**src/rtl/lmdpl_dr_capture.sv**
```systemverilog
// Precharge/evaluate sequencer and masked-result capture for the first-order LMDPL AND gadget.
// Define LMDPL_CAPTURE_FAULT_EN to enable rail checking, timeout, the ERR state and the sticky fault flag.
`timescale 1ns/1ps

module lmdpl_dr_capture #(
  parameter int unsigned PRE_CYCLES = 2,
  parameter int unsigned TIMEOUT    = 4
) (
  input  logic clk_i,
  input  logic rst_i,        // synchronous, active low
  input  logic in_valid_i,
  output logic in_ready_o,
  output logic precharge_o,
  input  logic x1_i,
  input  logic x2_i,
  input  logic x2_bar_i,
  output logic y1_o,
  output logic y2_o,
  output logic out_valid_o,
  input  logic out_ready_i,
  output logic fault_o
);

  // state | meaning
  // PRE   | gadget inputs held at 0 for PRE_CYCLES cycles, rails must settle to 00
  // IDLE  | precharged, accepting a new operation
  // EVAL  | gadget evaluating, waiting for a single-rail code on x2/x2_bar
  // OUT   | captured shares presented downstream
  // ERR   | invalid rail code or stuck evaluation, held until reset
  typedef enum logic [2:0] {
    S_PRE  = 3'd0,
    S_IDLE = 3'd1,
    S_EVAL = 3'd2,
    S_OUT  = 3'd3,
    S_ERR  = 3'd4
  } state_e;

  localparam logic [3:0] PRE_LAST = 4'(PRE_CYCLES - 1);
  localparam logic [3:0] TO_LAST  = 4'(TIMEOUT - 1);

  state_e     state_q, state_d;
  logic [3:0] cnt_q, cnt_d;
  logic       y1_q, y1_d;
  logic       y2_q, y2_d;
  logic [1:0] rails;

  assign rails = {x2_i, x2_bar_i};

  always_ff @(posedge clk_i) begin
    if (!rst_i) begin
      state_q <= S_PRE;
      cnt_q   <= 4'd0;
      y1_q    <= 1'b0;
      y2_q    <= 1'b0;
    end else begin
      state_q <= state_d;
      cnt_q   <= cnt_d;
      y1_q    <= y1_d;
      y2_q    <= y2_d;
    end
  end

  always_comb begin
    state_d = state_q;
    cnt_d   = cnt_q;
    y1_d    = y1_q;
    y2_d    = y2_q;
    case (state_q)
      S_PRE: begin
        if (cnt_q == PRE_LAST) begin
          cnt_d = 4'd0;
`ifdef LMDPL_CAPTURE_FAULT_EN
          state_d = (rails == 2'b00) ? S_IDLE : S_ERR;
`else
          state_d = S_IDLE;
`endif
        end else begin
          cnt_d = cnt_q + 4'd1;
        end
      end
      S_IDLE: begin
`ifdef LMDPL_CAPTURE_FAULT_EN
        if (rails != 2'b00) begin
          state_d = S_ERR;
        end else
`endif
        if (in_valid_i) begin
          state_d = S_EVAL;
          cnt_d   = 4'd0;
        end
      end
      S_EVAL: begin
`ifdef LMDPL_CAPTURE_FAULT_EN
        // The TIMEOUT-th cycle fails even if a code arrives on it.
        if (cnt_q == TO_LAST || rails == 2'b11) begin
          state_d = S_ERR;
        end else if (rails == 2'b00) begin
          cnt_d = cnt_q + 4'd1;
        end else begin
          y1_d    = x1_i;
          y2_d    = x2_i;
          state_d = S_OUT;
        end
`else
        if (rails == 2'b00) begin
          if (cnt_q != TO_LAST) begin
            cnt_d = cnt_q + 4'd1;
          end
        end else begin
          y1_d    = x1_i;
          y2_d    = x2_i;
          state_d = S_OUT;
        end
`endif
      end
      S_OUT: begin
        if (out_ready_i) begin
          state_d = S_PRE;
          cnt_d   = 4'd0;
        end
      end
      default: begin
`ifdef LMDPL_CAPTURE_FAULT_EN
        state_d = S_ERR;
`else
        state_d = S_PRE;
`endif
      end
    endcase
  end

  always_comb begin
    precharge_o = 1'b1;
    in_ready_o  = 1'b0;
    out_valid_o = 1'b0;
    fault_o     = 1'b0;
    case (state_q)
      S_IDLE: in_ready_o  = 1'b1;
      S_EVAL: precharge_o = 1'b0;
      S_OUT:  out_valid_o = 1'b1;
`ifdef LMDPL_CAPTURE_FAULT_EN
      S_ERR:  fault_o     = 1'b1;
`endif
      default: ;
    endcase
  end

  assign y1_o = y1_q;
  assign y2_o = y2_q;

endmodule

```
**config.mk**
```make
export PLATFORM = sky130hd
export DESIGN_NAME = lmdpl_dr_capture
export DESIGN_NICKNAME = d
export VERILOG_FILES = /design/src/rtl/lmdpl_dr_capture.sv
export SDC_FILE = /design/constraint.sdc
export NUM_CORES = 1
export LEC_CHECK = 0
export BUFFER_PORTS_ARGS = -buffer_cell sky130_fd_sc_hd__buf_2
export CAP_MARGIN = 40
export CORE_MARGIN = 8
export CORE_UTILIZATION = 30
export DETAILED_ROUTE_END_ITERATION = 16
export SETUP_SLACK_MARGIN = 0.2
export SKIP_LAST_GASP = 1
export SLEW_MARGIN = 25
export SYNTH_ARGS = -nofsm -noshare
export SYNTH_HDL_FRONTEND = slang
export SYNTH_SLANG_ARGS = --single-unit
```
**constraint.sdc**
```tcl
create_clock -name clk_i -period 2.55 [get_ports clk_i]
set_input_delay 0.3825 -clock clk_i [delete_from_list [all_inputs] [get_ports clk_i]]
set_output_delay 0.3825 -clock clk_i [all_outputs]
set_load 0.01 [all_outputs]
```
==> results.toml <==
[run_status]
status = "finished, final reports clean"

[synthesis]
synth_area_leader_cell = "dfxtp_1"
ys_async_sr_fraction_pct = 0
yosys-top-cells-area = "dfxtp_1 28%, ha_1 18%, mux2i_1 5.3%"
ys_ff_latch = 8
ys_seq_area_share_pct = 28.3
synth_common_cells = "8 x dfxtp_1, 8 x ha_1, 8 x nor2_1, 6 x inv_1"
ys_types = 27
postSynthCellCount = 63
synth_flop_cell = "dfxtp_1"
syn_area_um2 = 566
synth-edff-count = 0
syn_area_per_cell_um2 = 8.98
synth.net_count = 78
synth_top_area_share_pct = 28.3
yosysWarnings = 0

[floorplanning]
die_area_um2 = 3530
io_pins = 13
fp-row-count = 15
die_h_um = 59.4
coreArea_um2 = 1750
fp.dieW_um = 59.4
initial_core_util_pct = 32.4

[timing]
skew_ns = 0.0135
hold_viol_final = 0
rsz0062_at_grt = "no"
setup_viol = 0
fmax_mhz = 480
maxSlewViolCount = 0
fin_tns_setup_ns = 0
fin_crit_ns = 2.08
finalCritPeriodShare_pct = 81.7

[clocking]
cts_max_level = 1
post-cts-setup-buffer-count = 0
clk_path_buf_depth = 2
cts_buffers = 3
root_buffer = "clkbuf_4"
cts_resized = 0
cts_sinks = 8
clk_pin_slew_ns = 0.06
cts_tree = "built"
clk_latency_ns = 0.26
cts_hold_buf = 0

[min_path]
min_from = "x1_i"
min-delay-path-class = "in2reg"

[final_layout]
insertedDiodeCount = 0
drive_gt1_share_pct = 22.4
stdcell_area_um2 = 669
syn2layout_area_growth_pct = 18.4
nNetsFinal = 93

[critical_path]
worstRegToRegCells = 6
path_class = "reg2reg"
cp.required_ns = 2.73
r2r_slack_ns = 0.47
timing.rr.end = "cnt_q[1]$_SDFFE_PN0P_"
crit_fanout = 7
r2r_start = "state_q[1]$_SDFFE_PN0P_"
worstSetupStartpointType = "flop"
cp-endpoint = "cnt_q[1]$_SDFFE_PN0P_"
worstPathArrival_ns = 2.26
worstSetupEndpointType = "flop"
crit_start = "state_q[1]$_SDFFE_PN0P_"

[global_route]
grt_max_degree = 8
grt_pass1_wl_um = 2010
grt_pass1_vias = 487
grt_usage_pct = 7.42
antenna_found_initial = 0
grt_overflow = 0

[detailed_routing]
wl_um = 1230
avgViaCountPerCell = 4.83
avgRoutedWirePerCell_um = 12.1
drcViolationCount = 0
ant_nets = 0
dr.first_iter.drc_count = 13
firstDrtPassIters = 4
vias = 488

[place]
gp_congestion = 0.746
dp_hpwl_um = 988
port_buffers = 11
post_dp_cell_area_um2 = 647

[pwr]
ir_worst_vdd_v = 0.000261
power.total_mw = 0.666
p_leak_nw = 0.315
p_per_area_nw_per_um2 = 995

[job]
drv_cap = 0
## layout make-up
type	instances	area (um^2)
inverters	6	22.5
well taps	25	31.3
flip-flops and latches	8	160
multi-input cells	47	370
clock buffers	3	22.5
fillers	188	1080
repair buffers	12	62.6
## flip-flops by register name (all words and copies together) (netlist names)
signal / cells
cnt_q: 4
y2_o: 1
state_q: 2
y1_o: 1
## worst min-delay path by stage
stage	endpoint	slack (ns)	cells past startpoint
2_1_floorplan	cnt_q[1]$_SDFFE_PN0P_	0.48	2
3_3_place_gp	y1_o$_SDFFE_PN0P_	0.47	2
3_5_place_dp	y2_o$_SDFFE_PN0P_	0.49	2
4_1_cts	y1_o$_SDFFE_PN0P_	0.38	3
5_1_grt	y1_o$_SDFFE_PN0P_	0.37	3
6_report	y1_o$_SDFFE_PN0P_	0.38	3
## worst max-delay path, stage by stage, from the launching register on
cell	delay, ns
dfxtp_1	0.42
inv_1	0.09
ha_1	0.21
nor2b_4	0.14
or3_1	0.46
or4b_1	0.53
a21oi_1	0.14
## cell families after synthesis
kind of cell / share of synthesized area [%]
fa+ha+maj: 17.7
compound gates: 16.8
flops: 28.3
mux: 5.31
simple gates: 25.0
other cells: 0.663
buf+inv: 6.19
## through the flow
step | setup WS (ns) | cells | util [%] | hold WS, ns
global route | 0.379 | 101 | 38.4 | 0.374
floorplan | 0.547 | 63 | - | 0.479
detailed placement | 0.505 | 98 | 37.1 | 0.487
finish | 0.467 | 101 | 38.4 | 0.375
CTS | 0.476 | 101 | 38.4 | 0.378
global placement | 0.526 | 98 | 37.1 | 0.474
## per-layer routing
layer  vias to the layer above  GRT usage [%]  wire length (um)
met3                         0           2.60                69
met2                        11           12.2               635
li1                        252              -                 -
met5                         -              0                 0
met4                         0           4.78                 0
met1                       225           7.83               521
## report_power, final
part / internal, mW / switching (mW)
sequential: 0.155 / 0.0341
combinational: 0.186 / 0.193
clock: 0.0539 / 0.0444
## cells in the final DEF, fill, tap and decap left out, drive strengths merged
| cell type | count |
|---|---|
| nor3 | 2 |
| a41o | 1 |
| or3 | 3 |
| nor2b | 2 |
| nor3b | 2 |
| a22oi | 1 |
| a2111oi | 1 |
| nand3 | 1 |
| o41ai | 1 |
| conb | 1 |
| nand2 | 1 |
| o21ai | 3 |
| a211o | 1 |
| mux2i | 3 |
| inv | 6 |
| or4b | 1 |
| or3b | 1 |
| clkbuf | 3 |
| nor2 | 8 |
| a21oi | 2 |
| dfxtp | 8 |
| nor4bb | 2 |
| ha | 8 |
| a32o | 1 |
| buf | 12 |
| o311a | 1 |
(Power assumes the default switching activity.)
